`src/rtl/gpio_bus_master_pkg.sv`:
```
// -----------------------------------------------------------------------------
// gpio_pkg
//   Shared types and helpers for the GPIO register-bus initiator:
//     - gpio_op_e     : host command opcodes (values 6 and 7 are illegal)
//     - gpio_state_e  : initiator FSM states
//     - GPIO_*_ADDR   : register map of the GPIO block
//     - legal_addr()  : address decode against the register map
//     - rmw_value()   : read-modify-write data path for SET/CLR/TOGGLE
//   Helpers work on 64-bit operands so any ADDR_WIDTH/DATA_WIDTH up to 64 can
//   use them through a zero-extending cast.
// -----------------------------------------------------------------------------
package gpio_pkg;

    typedef enum logic [2:0] {
        OP_READ   = 3'd0,
        OP_WRITE  = 3'd1,
        OP_SET    = 3'd2,
        OP_CLR    = 3'd3,
        OP_TOGGLE = 3'd4,
        OP_POLL   = 3'd5
    } gpio_op_e;

    typedef enum logic [2:0] {
        ST_IDLE,
        ST_RD_ADDR,
        ST_RD_CAP,
        ST_WR,
        ST_RSP
    } gpio_state_e;

    localparam logic [63:0] GPIO_IN_ADDR  = 64'h000;
    localparam logic [63:0] GPIO_OUT_ADDR = 64'h004;
    localparam logic [63:0] GPIO_DIR_ADDR = 64'h008;

    function automatic logic legal_addr(input logic [63:0] addr);
        return (addr == GPIO_IN_ADDR) || (addr == GPIO_OUT_ADDR) ||
               (addr == GPIO_DIR_ADDR);
    endfunction

    // New register value for a bit operation applied to the value r just read.
    function automatic logic [63:0] rmw_value(input gpio_op_e op,
                                              input logic [63:0] r,
                                              input logic [63:0] m);
        case (op)
            OP_SET:    return r | m;
            OP_CLR:    return r & ~m;
            OP_TOGGLE: return r ^ m;
            default:   return r;
        endcase
    endfunction

endpackage

```
`src/rtl/gpio_bus_master_if.sv`:
```
// -----------------------------------------------------------------------------
// gpio_bus_master_if
//   Bundles the host command channel, the response channel and the GPIO
//   register bus seen by gpio_bus_master.
//     cmd_*    : host command (valid/ready)
//     rsp_*    : response back to the host (valid/ready)
//     ADDRESS/WRITE/WDATA/RDATA : GPIO register bus
//   modport master : the initiator (gpio_bus_master)
//   modport slave  : the environment (command source, response sink and
//                    GPIO register block)
// -----------------------------------------------------------------------------
interface gpio_bus_master_if #(
    parameter int ADDR_WIDTH = 32,
    parameter int DATA_WIDTH = 32
);
    logic                  cmd_valid;
    logic                  cmd_ready;
    logic [2:0]            cmd_op;
    logic [ADDR_WIDTH-1:0] cmd_addr;
    logic [DATA_WIDTH-1:0] cmd_data;
    logic [DATA_WIDTH-1:0] cmd_mask;

    logic                  rsp_valid;
    logic                  rsp_ready;
    logic [DATA_WIDTH-1:0] rsp_data;
    logic                  rsp_err;

    logic [ADDR_WIDTH-1:0] ADDRESS;
    logic                  WRITE;
    logic [DATA_WIDTH-1:0] WDATA;
    logic [DATA_WIDTH-1:0] RDATA;

    modport master (
        input  cmd_valid, cmd_op, cmd_addr, cmd_data, cmd_mask, rsp_ready, RDATA,
        output cmd_ready, rsp_valid, rsp_data, rsp_err, ADDRESS, WRITE, WDATA
    );

    modport slave (
        output cmd_valid, cmd_op, cmd_addr, cmd_data, cmd_mask, rsp_ready, RDATA,
        input  cmd_ready, rsp_valid, rsp_data, rsp_err, ADDRESS, WRITE, WDATA
    );
endinterface

```
`src/rtl/gpio_bus_master.sv`:
```
// -----------------------------------------------------------------------------
// gpio_bus_master
//   Initiator for the GPIO register bus. Accepts one host command at a time
//   and turns it into bus writes, 1-cycle-latency bus reads, read-modify-write
//   bit operations or a bounded poll, then returns one response.
//
//   Ports:
//     clk    : clock
//     rst_n  : asynchronous active-low reset
//     bus    : gpio_bus_master_if.master (command, response and register bus)
//
//   Parameters:
//     ADDR_WIDTH, DATA_WIDTH : bus widths (<= 64)
//     POLL_MAX               : poll read iterations before timeout (>= 1)
// -----------------------------------------------------------------------------
module gpio_bus_master
    import gpio_pkg::*;
#(
    parameter int ADDR_WIDTH = 32,
    parameter int DATA_WIDTH = 32,
    parameter int POLL_MAX   = 1024
) (
    input  logic                   clk,
    input  logic                   rst_n,
    gpio_bus_master_if.master      bus
);

    localparam int               CNT_W     = $clog2(POLL_MAX + 1);
    localparam logic [CNT_W-1:0] POLL_LAST = CNT_W'(POLL_MAX - 1);

    gpio_state_e           state_q, state_d;
    logic [2:0]            op_q, op_d;
    logic [DATA_WIDTH-1:0] mask_q, mask_d;
    logic [DATA_WIDTH-1:0] data_q, data_d;
    logic [CNT_W-1:0]      cnt_q, cnt_d;
    logic [ADDR_WIDTH-1:0] address_q, address_d;
    logic                  write_q, write_d;
    logic [DATA_WIDTH-1:0] wdata_q, wdata_d;
    logic [DATA_WIDTH-1:0] rsp_data_q, rsp_data_d;
    logic                  rsp_err_q, rsp_err_d;

    logic                  cmd_err;
    logic                  poll_hit;
    logic [DATA_WIDTH-1:0] rmw_data;

    assign bus.cmd_ready = (state_q == ST_IDLE);
    assign bus.rsp_valid = (state_q == ST_RSP);
    assign bus.rsp_data  = rsp_data_q;
    assign bus.rsp_err   = rsp_err_q;
    assign bus.ADDRESS   = address_q;
    assign bus.WRITE     = write_q;
    assign bus.WDATA     = wdata_q;

    // Commands rejected up front: unknown opcode, unmapped address, or any
    // write-type operation aimed at the read-only input register.
    assign cmd_err = (bus.cmd_op > 3'd5) ||
                     !legal_addr(64'(bus.cmd_addr)) ||
                     ((64'(bus.cmd_addr) == GPIO_IN_ADDR) &&
                      (bus.cmd_op inside {OP_WRITE, OP_SET, OP_CLR, OP_TOGGLE}));

    assign poll_hit = ((bus.RDATA & mask_q) == (data_q & mask_q));
    assign rmw_data = DATA_WIDTH'(rmw_value(gpio_op_e'(op_q), 64'(bus.RDATA),
                                            64'(mask_q)));

    always_comb begin
        state_d    = state_q;
        op_d       = op_q;
        mask_d     = mask_q;
        data_d     = data_q;
        cnt_d      = cnt_q;
        address_d  = address_q;
        write_d    = 1'b0;
        wdata_d    = wdata_q;
        rsp_data_d = rsp_data_q;
        rsp_err_d  = rsp_err_q;

        case (state_q)
            ST_IDLE: begin
                if (bus.cmd_valid) begin
                    op_d   = bus.cmd_op;
                    mask_d = bus.cmd_mask;
                    data_d = bus.cmd_data;
                    cnt_d  = '0;
                    if (cmd_err) begin
                        state_d    = ST_RSP;
                        rsp_err_d  = 1'b1;
                        rsp_data_d = '0;
                    end else begin
                        address_d = bus.cmd_addr;
                        rsp_err_d = 1'b0;
                        if (bus.cmd_op == OP_WRITE) begin
                            state_d = ST_WR;
                            write_d = 1'b1;
                            wdata_d = bus.cmd_data;
                        end else begin
                            state_d = ST_RD_ADDR;
                        end
                    end
                end
            end

            // Address is on the bus this cycle; the slave answers next cycle.
            ST_RD_ADDR: state_d = ST_RD_CAP;

            ST_RD_CAP: begin
                case (op_q)
                    OP_READ: begin
                        rsp_data_d = bus.RDATA;
                        state_d    = ST_RSP;
                    end
                    OP_POLL: begin
                        if (poll_hit || (cnt_q == POLL_LAST)) begin
                            rsp_data_d = bus.RDATA;
                            rsp_err_d  = !poll_hit;
                            state_d    = ST_RSP;
                        end else begin
                            cnt_d   = cnt_q + CNT_W'(1);
                            state_d = ST_RD_ADDR;
                        end
                    end
                    default: begin
                        wdata_d = rmw_data;
                        write_d = 1'b1;
                        state_d = ST_WR;
                    end
                endcase
            end

            // WRITE is registered from write_d, so it is high exactly in WR.
            ST_WR: begin
                rsp_data_d = wdata_q;
                state_d    = ST_RSP;
            end

            ST_RSP: begin
                if (bus.rsp_ready) begin
                    state_d = ST_IDLE;
                end
            end

            default: state_d = ST_IDLE;
        endcase
    end

    always_ff @(posedge clk or negedge rst_n) begin
        if (!rst_n) begin
            state_q    <= ST_IDLE;
            op_q       <= '0;
            mask_q     <= '0;
            data_q     <= '0;
            cnt_q      <= '0;
            address_q  <= '0;
            write_q    <= 1'b0;
            wdata_q    <= '0;
            rsp_data_q <= '0;
            rsp_err_q  <= 1'b0;
        end else begin
            state_q    <= state_d;
            op_q       <= op_d;
            mask_q     <= mask_d;
            data_q     <= data_d;
            cnt_q      <= cnt_d;
            address_q  <= address_d;
            write_q    <= write_d;
            wdata_q    <= wdata_d;
            rsp_data_q <= rsp_data_d;
            rsp_err_q  <= rsp_err_d;
        end
    end

endmodule

```
`src/flat_wrapper.sv`:
```
// flat-port wrapper written by rule: the top's interface ports become plain ports
module gpio_bus_master_flat import gpio_pkg::*;
#(
    parameter int ADDR_WIDTH = 32,
    parameter int DATA_WIDTH = 32,
    parameter int POLL_MAX   = 1024
)
  (clk, rst_n, bus_cmd_valid, bus_cmd_op, bus_cmd_addr, bus_cmd_data, bus_cmd_mask, bus_rsp_ready, bus_RDATA, bus_cmd_ready, bus_rsp_valid, bus_rsp_data, bus_rsp_err, bus_ADDRESS, bus_WRITE, bus_WDATA);
  gpio_bus_master_if #(.ADDR_WIDTH(ADDR_WIDTH), .DATA_WIDTH(DATA_WIDTH)) bus_i ();
  input  logic clk;
  input  logic rst_n;
  input wire logic [$bits(bus_i.cmd_valid)-1:0] bus_cmd_valid;
  input wire logic [$bits(bus_i.cmd_op)-1:0] bus_cmd_op;
  input wire logic [$bits(bus_i.cmd_addr)-1:0] bus_cmd_addr;
  input wire logic [$bits(bus_i.cmd_data)-1:0] bus_cmd_data;
  input wire logic [$bits(bus_i.cmd_mask)-1:0] bus_cmd_mask;
  input wire logic [$bits(bus_i.rsp_ready)-1:0] bus_rsp_ready;
  input wire logic [$bits(bus_i.RDATA)-1:0] bus_RDATA;
  output wire logic [$bits(bus_i.cmd_ready)-1:0] bus_cmd_ready;
  output wire logic [$bits(bus_i.rsp_valid)-1:0] bus_rsp_valid;
  output wire logic [$bits(bus_i.rsp_data)-1:0] bus_rsp_data;
  output wire logic [$bits(bus_i.rsp_err)-1:0] bus_rsp_err;
  output wire logic [$bits(bus_i.ADDRESS)-1:0] bus_ADDRESS;
  output wire logic [$bits(bus_i.WRITE)-1:0] bus_WRITE;
  output wire logic [$bits(bus_i.WDATA)-1:0] bus_WDATA;
  assign bus_i.cmd_valid = bus_cmd_valid;
  assign bus_i.cmd_op = bus_cmd_op;
  assign bus_i.cmd_addr = bus_cmd_addr;
  assign bus_i.cmd_data = bus_cmd_data;
  assign bus_i.cmd_mask = bus_cmd_mask;
  assign bus_i.rsp_ready = bus_rsp_ready;
  assign bus_i.RDATA = bus_RDATA;
  assign bus_cmd_ready = bus_i.cmd_ready;
  assign bus_rsp_valid = bus_i.rsp_valid;
  assign bus_rsp_data = bus_i.rsp_data;
  assign bus_rsp_err = bus_i.rsp_err;
  assign bus_ADDRESS = bus_i.ADDRESS;
  assign bus_WRITE = bus_i.WRITE;
  assign bus_WDATA = bus_i.WDATA;
  gpio_bus_master #(.ADDR_WIDTH(ADDR_WIDTH), .DATA_WIDTH(DATA_WIDTH), .POLL_MAX(POLL_MAX)) u_core (.clk(clk), .rst_n(rst_n), .bus(bus_i));
endmodule
```
`config.mk`:
```
export PLATFORM = sky130hd
export DESIGN_NAME = gpio_bus_master_flat
export DESIGN_NICKNAME = d
export VERILOG_FILES = /design/src/rtl/gpio_bus_master_pkg.sv /design/src/rtl/gpio_bus_master_if.sv /design/src/rtl/gpio_bus_master.sv /design/src/flat_wrapper.sv
export SDC_FILE = /design/constraint.sdc
export NUM_CORES = 1
export LEC_CHECK = 0
export BUFFER_PORTS_ARGS = -buffer_cell sky130_fd_sc_hd__buf_2
export CAP_MARGIN = 20
export CORE_MARGIN = 8
export CORE_UTILIZATION = 40
export CTS_CLUSTER_DIAMETER = 40
export DETAILED_ROUTE_END_ITERATION = 8
export GPL_TIMING_DRIVEN = 0
export PLACE_DENSITY = 0.61
export SKIP_LAST_GASP = 1
export SLEW_MARGIN = 20
export SYNTH_ARGS = -nofsm -noshare
export SYNTH_HDL_FRONTEND = slang
export SYNTH_SLANG_ARGS = --single-unit
```
`constraint.sdc`:
```
create_clock -name clk -period 6.4 [get_ports clk]
set_input_delay 1.92 -clock clk [delete_from_list [all_inputs] [get_ports clk]]
set_output_delay 1.92 -clock clk [all_outputs]
set_load 0.1 [all_outputs]
```
==> metrics.yaml, run 1 <==
status: "complete, no violations"
ys_types: 47
antenna_found_initial: 5
synthTopCellsByArea: "dfrtp_1, ha_1, nand2_1, mux2i_1, o21ai_0"
portBuffers: 234
cts_buffers: 17
htreeDepth: 4
hold_viol: 0
die_h_um: 180
fillCellCount: 2621
route.detailed.drc: 0
required_ns: 4.48
start_util: 0.403
syn_to_final_growth_pct: 20.8
drive_above_1_share: 0.196
reg2reg_depth: 8
cts_tree: "built"
grt_max_degree: 83
fin_skew_ns: 0.0193
min_path_cells: 2
fp-row-count: 60
irDropWorstVdd_v: 0.000144
synth_area_mm2: 0.0108
clockBufferDepth: 2
critPathKind: "register to primary output"
hpwl_mm: 27.9
cts_setup_buffers: 0
fin_setup_tns_ns: 0
die_w_um: 180
first_pass_iters: 5
cp-start-kind: "register"
avgSynthCellArea_um2: 8.79
wl_per_cell_um: 20.4
max_freq_ghz: 0.211
rsz0062_at_grt: "false"
drtAntennaViolNets: 0
coreArea_mm2: 0.0267
final_util: 0.487
grt.overflow.total: 0
synthArstFlopShare: 1.00
grt.total_usage: 0.228
cts_sinks: 179
yosysWarnings: 0
cp_max_fo: 10
ctsHoldBuffers: 0
synth_edf_count: 0
yosysSeqAreaShare: 0.416
routed_wl_mm: 37.5
synth.top_cell.area_share: 0.416
worstPathArrival_ns: 2.82
synth-seq-cells: 179
clkTransAtPathRegs_ns: 0.07
met3_usage: 0.0577
synthCells: 1224
p_leak_uw: 0.00678
fin_crit_sh: 0.740
dieArea_mm2: 0.0324
cp-end-kind: "primary output"
slew_headroom: 0.357
grt_pass1_wl_mm: 58.3
drtIter0Drc: 876
grt_pass1_vias: 10300
hold_path.class: "register to register"
met2_usage: 0.366
clk_latency_ns: 0.45
place_congestion: 0.842
setup_viol: 0
yosysTopAreaCell: "dfrtp_1"
final_nets: 1711
ys.flop_type: "dfrtp_1"
tightest_slew_ns: 0.964
p_per_area_mw_per_mm2: 301
vias_per_cell: 5.50
io_pins: 235
syn_nets: 1456
cts-root-buf: "clkbuf_16"
fin_crit_ns: 4.74
vias: 10100
met1_usage: 0.291
grt-busiest-layer: "met2"
slew_viol_final: 0
maxCapViolCount: 0
cts-resized-gates: 0
layout make-up:
type / instances / area (um2) / share of cell area
antenna: 2 / 5.00 / 0.000385
buffer: 78 / 308 / 0.0237
clock buffer: 21 / 470 / 0.0362
clock inverter: 10 / 101 / 0.00779
inverter: 66 / 248 / 0.0191
multi-input combinational: 901 / 5730 / 0.441
sequential: 179 / 4480 / 0.344
tap: 341 / 427 / 0.0328
timing repair buffer: 236 / 1240 / 0.0951
worst max-delay path: stages (launching register included):
cell and delay, ns:
dfrtp_1 0.38, buf_1 0.72, buf_1 0.79, nor3_1 0.13, buf_2 0.34
through the flow:
step	power (uW)	cell area [um2]	hold slack (ns)	std cells	worst slack, ns
floorplan	2440	10800	0.454	1224	1.44
global placement	2840	12400	0.472	1799	0.288
detailed placement	2870	12400	0.481	1801	1.47
CTS	3930	13000	0.498	1832	1.71
global route	4120	13000	0.509	1833	1.64
finish	3920	13000	0.490	1834	1.66
flip-flops by register name, indices dropped and copies added, names as in the netlist:
name                 cells
u_core.data_q           32
u_core.op_q              3
u_core.mask_q           32
u_core.bus.WRITE         1
u_core.state_q           3
u_core.bus.rsp_err       1
u_core.bus.ADDRESS      32
u_core.bus.WDATA        32
u_core.cnt_q            11
u_core.bus.rsp_data     32
report_power, final:
part | switching, uW | internal [uW]
Combinational | 1100 | 344
Clock | 481 | 568
Sequential | 139 | 1290
worst paths after layout:
check	from	endpoint	slack (ns)
max	u_core.state_q[0]$_DFFE_PN0P_	bus_cmd_ready	1.66
min	u_core.data_q[9]$_DFFE_PN0P_	u_core.data_q[9]$_DFFE_PN0P_	0.49
max in group asynchronous	rst_n	u_core.bus.ADDRESS[26]$_DFFE_PN0P_	4.29
max reg2reg	u_core.mask_q[26]$_DFFE_PN0P_	u_core.bus.rsp_data[10]$_DFFE_PN0P_	3.12
min reg2reg	u_core.data_q[9]$_DFFE_PN0P_	u_core.data_q[9]$_DFFE_PN0P_	0.49
min in group asynchronous	rst_n	u_core.bus.WRITE$_DFF_PN0_	1.36
synth_stat cells, drive strengths merged, types with 2 or more instances:
cell type	count
mux2	3
a311oi	27
a21o	8
inv	66
or2	7
a211oi	37
o211ai	16
nand3	14
mux2i	69
nor2	34
o22a	9
and4	2
clkbuf	62
nor3	4
nand2b	2
a2111o	4
a21boi	9
o21ai	105
buf	16
a21oi	54
nand4	8
o21a	2
and3	18
nor3b	2
nor2b	31
ha	97
nor4	10
or3	7
and3b	8
dfrtp	179
nand2	304
nand3b	2
a31oi	2
kinds of logic after synthesis:
family | Yosys count | synth area share
adders and majority gates | 97 | 0.113
DFF | 179 | 0.416
AOI/OAI and AO/OA | 275 | 0.161
and+or+nand+nor | 457 | 0.191
muxes | 72 | 0.0673
buffers and inverters | 144 | 0.0516
cells in the final DEF (no fill, tap or decap), types with 37 or more instances in the layout:
| cell | instances |
|---|---|
| ha_1 | 97 |
| a21oi_1 | 54 |
| a211oi_1 | 37 |
| mux2i_1 | 69 |
| o21ai_0 | 87 |
| nand2_1 | 304 |
| inv_1 | 66 |
| dfrtp_1 | 179 |
| clkbuf_1 | 63 |
| buf_2 | 245 |
per-layer routing:
layer	vias up	wire (um)
met3	74	2850
met5	-	36
met2	420	16900
li1	4719	-
met1	4864	16500
met4	6	1080
Note: power is estimated with default switching activity, not from simulation.
==> run 2, diff against run 1 <==
--- a/config.mk
+++ b/config.mk
@@ -5,6 +5,7 @@
 export SDC_FILE = /design/constraint.sdc
 export NUM_CORES = 1
 export LEC_CHECK = 0
+export ABC_AREA = 1
 export BUFFER_PORTS_ARGS = -buffer_cell sky130_fd_sc_hd__buf_2
 export CAP_MARGIN = 20
 export CORE_MARGIN = 8
==> constraint.sdc (replaced) <==
create_clock -name clk -period 4.85 [get_ports clk]
set_input_delay 1.455 -clock clk [delete_from_list [all_inputs] [get_ports clk]]
set_output_delay 1.455 -clock clk [all_outputs]
set_load 0.1 [all_outputs]
==> run 2 against run 1 <==
Compared with the run above:
- via count fell by 1.3%
- sequential cell count did not move
- synthesized cell count rose by 10%
- die area fell by 0.93%
- largest cell class unchanged
- largest power group unchanged
- highest routed layer unchanged
==> metrics.yaml, run 2 <==
fp-row-count: 59
slew_headroom: 0.444
tightest_slew_ns: 0.835
highest_layer: "met5"
grt.overflow.total: 0
grt_pass1_vias: 10200
cp-start-kind: "input port"
portBuffers: 234
coreArea_mm2: 0.0261
fin_skew_ns: 0.0125
synthTopCellsByArea: "dfrtp_1, nand2_1, ha_1, inv_1, o21ai_0"
synth_edf_count: 0
cts_buffers: 17
irDropWorstVdd_v: 0.000268
grt_pass1_wl_mm: 56.6
cts_sinks: 179
cp-end-kind: "register"
worstPathArrival_ns: 3.51
p_per_area_mw_per_mm2: 507
fin_crit_sh: 0.645
avgSynthCellArea_um2: 7.89
required_ns: 5.23
fin_crit_ns: 3.13
setup_viol: 0
yosysTopAreaCell: "dfrtp_1"
drive_above_1_share: 0.208
layout.cells.most_common_list: "nand2_1, buf_2, inv_1"
maxCapViolCount: 0
rsz0062_at_grt: "false"
wl_met3_mm: 2.73
clk_latency_ns: 0.44
htreeDepth: 4
synth.top_cell.area_share: 0.420
cts_tree: "built"
cts-resized-gates: 0
instances_no_fill: 1957
cp_max_fo: 10
syn_to_final_growth_pct: 21.3
yosysSeqAreaShare: 0.420
start_util: 0.408
final_common_cell: "nand2_1"
antenna_found_initial: 6
dpl-instance-area_mm2: 0.0123
clkTransAtPathRegs_ns: 0.08
clockBufferDepth: 2
cts-root-buf: "clkbuf_16"
r2r_setup_slack_ns: 2.46
first_pass_iters: 7
yosysWarnings: 0
dieArea_mm2: 0.0321
p_leak_uw: 0.00691
total_power_uw: 6560
ys_types: 35
hold_path.class: "register to register"
vias_per_cell: 5.09
fin_setup_tns_ns: 0
slew_viol_final: 0
routed_wl_mm: 36.6
final_nets: 1838
synth.most_common_cell: "nand2_1"
grt.total_usage: 0.232
wl_met1_mm: 16.2
wl_per_cell_um: 18.7
finalInstanceArea_mm2: 0.0129
synth_commonest_cells: "nand2_1, inv_1, dfrtp_1"
drtIter0Drc: 930
wl_met2_mm: 16.6
route.detailed.drc: 0
vias: 9955
grt_max_degree: 84
critPathKind: "input port to register"
ys.flop_type: "dfrtp_1"
status: "complete, no violations"
place_congestion: 0.932
io_pins: 235
hold_viol: 0
synth_area_mm2: 0.0107
syn_nets: 1583
max_freq_ghz: 0.320
dp_cells: 1922
synthArstFlopShare: 1.00
drtAntennaViolNets: 0
die_h_um: 179
die_w_um: 179
cts_setup_buffers: 0
synthCells: 1351
hpwl_mm: 27.0
synth-seq-cells: 179
ctsHoldBuffers: 0
-- run 2: cell count changes after synthesis, moves of 37 or more --
cell | before | now
a211oi_1 | 37 | 0
a21oi_1 | 54 | 2
inv_1 | 66 | 199
mux2i_1 | 69 | 0
nand2_1 | 304 | 410
nand3_1 | 14 | 57
nor2_1 | 34 | 94
-- run 2: final cells by class --
| type | count | area (um2) |
|---|---|---|
| plain buffers | 58 | 338 |
| well taps | 335 | 419 |
| diodes | 3 | 7.51 |
| clock inverters | 15 | 181 |
| multi-input cells | 909 | 5070 |
| flip-flops and latches | 179 | 4480 |
| repair buffers | 236 | 1240 |
| fillers | 2601 | 13200 |
| inverters | 205 | 769 |
| clock buffers | 17 | 425 |
-- run 2: stage by stage --
step | setup WS (ns) | utilization | hold WS (ns)
floorplan | 0.834 | - | 0.442
global placement | -0.833 | 0.469 | 0.457
detailed placement | 1.22 | 0.471 | 0.460
CTS | 1.69 | 0.494 | 0.480
global route | 1.56 | 0.494 | 0.497
finish | 1.72 | 0.495 | 0.475
-- run 2: cells by family after synthesis --
family / count (synthesis) / synth area share
AO/OA/AOI/OAI: 211 / 0.128
buffers and inverters: 263 / 0.104
XOR/XNOR: 9 / 0.00740
flip-flops: 179 / 0.420
AND/OR/NAND/NOR: 592 / 0.226
adder cells (fa/ha/maj): 97 / 0.114
-- run 2: worst paths after layout --
kind                                                      from                             endpoint  cells past startpoint
max                                              bus_RDATA[25]  u_core.bus.rsp_data[20]$_DFFE_PN0P_                     16
min reg2reg                u_core.bus.rsp_data[11]$_DFFE_PN0P_  u_core.bus.rsp_data[11]$_DFFE_PN0P_                      2
min                        u_core.bus.rsp_data[11]$_DFFE_PN0P_  u_core.bus.rsp_data[11]$_DFFE_PN0P_                      2
min in group asynchronous                                rst_n     u_core.bus.WDATA[31]$_DFFE_PN0P_                      1
max in group asynchronous                                rst_n   u_core.bus.ADDRESS[26]$_DFFE_PN0P_                      3
max reg2reg                      u_core.mask_q[21]$_DFFE_PN0P_  u_core.bus.rsp_data[20]$_DFFE_PN0P_                     15
-- run 2: layer usage --
metal  track usage  vias up
met2         0.372      388
met4        0.0864        8
met5             0        -
met3        0.0444       65
li1              -     4797
met1         0.305     4697
-- run 2: critical path, stage by stage --
cell	delay, ns
buf_2	0.13
ha_1	0.21
inv_1	0.05
nand2_1	0.04
nand2_1	0.15
nand3_1	0.13
nor2_1	0.13
nand2_1	0.06
nor2_1	0.09
nand2_1	0.15
nand3_2	0.15
nand3_2	0.09
nor2_4	0.27
buf_6	0.21
nand2_1	0.11
nand2_1	0.08
-- run 2: power breakdown --
group          internal [uW]  switching [uW]  leakage [uW]
combinational            769            2200       0.00447
clock                    702             729      0.000296
sequential              1860             299       0.00214
total                   3330            3230       0.00691
==> run 3, diff against run 2 <==
--- a/config.mk
+++ b/config.mk
@@ -13,7 +13,7 @@
 export CTS_CLUSTER_DIAMETER = 40
 export DETAILED_ROUTE_END_ITERATION = 8
 export GPL_TIMING_DRIVEN = 0
-export PLACE_DENSITY = 0.61
+export PLACE_DENSITY = 0.63
 export SKIP_LAST_GASP = 1
 export SLEW_MARGIN = 20
 export SYNTH_ARGS = -nofsm -noshare
==> constraint.sdc (replaced) <==
create_clock -name clk -period 2.73 [get_ports clk]
set_input_delay 0.819 -clock clk [delete_from_list [all_inputs] [get_ports clk]]
set_output_delay 0.819 -clock clk [all_outputs]
set_load 0.1 [all_outputs]
==> run 3 against run 2 <==
Compared with the run above:
- power rose by 76%
- register-to-register slack worse by 2.1 ns
- cell area about the same
- core utilization barely moved
- sequential power increased by 77%
- highest routed layer unchanged
- critical path type unchanged
- sequential cell count unchanged
- hold slack worse by 0.20 ns
- sequential share of layout area barely moved
- count of clock-buffer cells in the layout unchanged
- global-route usage is 0.51 points lower
- cell count about the same
==> metrics.yaml, run 3 (synthesis results as in run 2) <==
status: "complete, no violations"
hold_path.class: "input port to asynchronous set/reset pin"
dpl-instance-area_mm2: 0.0123
cts_setup_buffers: 0
cp.buffers_inverters: 3
irDropWorstVdd_v: 0.000448
vias: 9990
cts_buffers: 17
drive_above_1_share: 0.208
cts_sinks: 179
cp-start-kind: "input port"
drtAntennaViolNets: 0
hpwl_mm: 26.8
route.detailed.drc: 0
drtIter0Drc: 774
fin_ws_ns: 0.240
routed_wl_mm: 36.2
die_h_um: 179
slowest_stage: "nor2_4"
final_nets: 1838
slew_headroom: 0.425
final_util: 0.494
clkTransAtPathRegs_ns: 0.08
final_common_cell: "nand2_1"
fin_setup_tns_ns: 0
fp-row-count: 59
worstPathArrival_ns: 2.87
grt_max_degree: 76
clk_latency_ns: 0.44
grt.overflow.total: 0
io_pins: 235
clockBufferDepth: 2
setup_viol: 0
first_pass_iters: 6
fin_crit_ns: 2.49
grt.total_usage: 0.226
wl_per_cell_um: 18.5
holdWs_ns: 0.271
die_w_um: 179
critPathKind: "input port to register"
cp-end-kind: "register"
tightest_slew_ns: 0.863
htreeDepth: 4
cp_max_fo: 10
grt_pass1_vias: 10100
cts-root-buf: "clkbuf_16"
path_cells: "buf_2, ha_1, inv_1, nand2_1, nand2_1, nand2_1, nor2_1, nand3_1, nor2_1, nand2_1, nand3_2, nand3_2, nor2_4, buf_6, nand2_1, nand2_1"
fin_skew_ns: 0.0136
finalInstanceArea_mm2: 0.0129
p_per_area_mw_per_mm2: 894
rsz0062_at_grt: "false"
cp.depth: 16
antenna_found_initial: 8
fin_crit_sh: 0.912
slew_viol_final: 0
crit_path_frequent_cell: "nand2_1"
maxCapViolCount: 0
vias_per_cell: 5.10
syn_to_final_growth_pct: 21.2
grt_pass1_wl_mm: 55.2
max_freq_ghz: 0.402
hold_viol: 0
required_ns: 3.11
path_delay_family: "simple AND/OR/NAND/NOR gates"
cts_tree: "built"
portBuffers: 234
ctsHoldBuffers: 0
layout.cells.most_common_list: "nand2_1, buf_2, inv_1"
p_leak_uw: 0.00689
start_util: 0.408
place_congestion: 0.928
max_stage_delay_ns: 0.28
cts-resized-gates: 0
coreArea_mm2: 0.0261
fillCellCount: 2636
post-place-ws_ns: -0.207
dieArea_mm2: 0.0321
reg2reg_depth: 15
==> run 3: metal layers <==
| layer | GRT usage | up-vias | share of wire |
|---|---|---|---|
| li1 | - | 4816 | - |
| met1 | 0.286 | 4685 | 0.43 |
| met2 | 0.369 | 408 | 0.46 |
| met3 | 0.0609 | 71 | 0.088 |
| met4 | 0.0781 | 10 | 0.025 |
| met5 | 0 | - | 0.0017 |
==> run 3: worst paths after layout <==
| path | from | to | slack, ns |
|---|---|---|---|
| setup / recovery | bus_RDATA[4] | u_core.bus.rsp_data[8]$_DFFE_PN0P_ | 0.24 |
| hold / removal | rst_n | u_core.bus.WDATA[31]$_DFFE_PN0P_ | 0.27 |
| setup reg to reg | u_core.mask_q[4]$_DFFE_PN0P_ | u_core.bus.rsp_data[8]$_DFFE_PN0P_ | 0.32 |
| hold reg to reg | u_core.bus.rsp_data[1]$_DFFE_PN0P_ | u_core.bus.rsp_data[1]$_DFFE_PN0P_ | 0.48 |
| max in group asynchronous | rst_n | u_core.cnt_q[5]$_DFFE_PN0P_ | 1.74 |
| min in group clk | u_core.bus.rsp_data[1]$_DFFE_PN0P_ | u_core.bus.rsp_data[1]$_DFFE_PN0P_ | 0.48 |
==> run 3: through the flow <==
stage / total power [uW] / std cells
3_5_place_dp: 9070 / 1922
5_1_grt: 12300 / 1955
4_1_cts: 11600 / 1954
2_1_floorplan: 7460 / 1351
6_report: 11500 / 1958
3_3_place_gp: 8910 / 1920
==> run 3: where the power goes <==
| group | switching [uW] | internal (uW) |
|---|---|---|
| combinational | 3880 | 1360 |
| sequential | 531 | 3300 |
| clock | 1250 | 1230 |
==> run 3: cell type report <==
cell class	count	area, um2	area share
multi-input combinational	909	5070	0.393
sequential	179	4480	0.347
timing repair buffer	236	1240	0.0957
inverter	205	769	0.0596
clock buffer	17	425	0.0329
tap	335	419	0.0325
buffer	58	338	0.0262
clock inverter	15	163	0.0126
antenna	4	10.0	0.000775
==> run 3: worst register-to-register path, cell delays in order, from the launching register on <==
cell     delay (ns)
dfrtp_1        0.42
ha_1           0.21
inv_1          0.06
nand2_1        0.05
nand2_1        0.13
nand2_1        0.08
nor2_1         0.09
nand3_1        0.13
nor2_1         0.12
nand2_1        0.15
nand3_2        0.14
nand3_2        0.09
nor2_4         0.28
buf_6          0.22
nand2_1        0.11
nand2_1        0.08
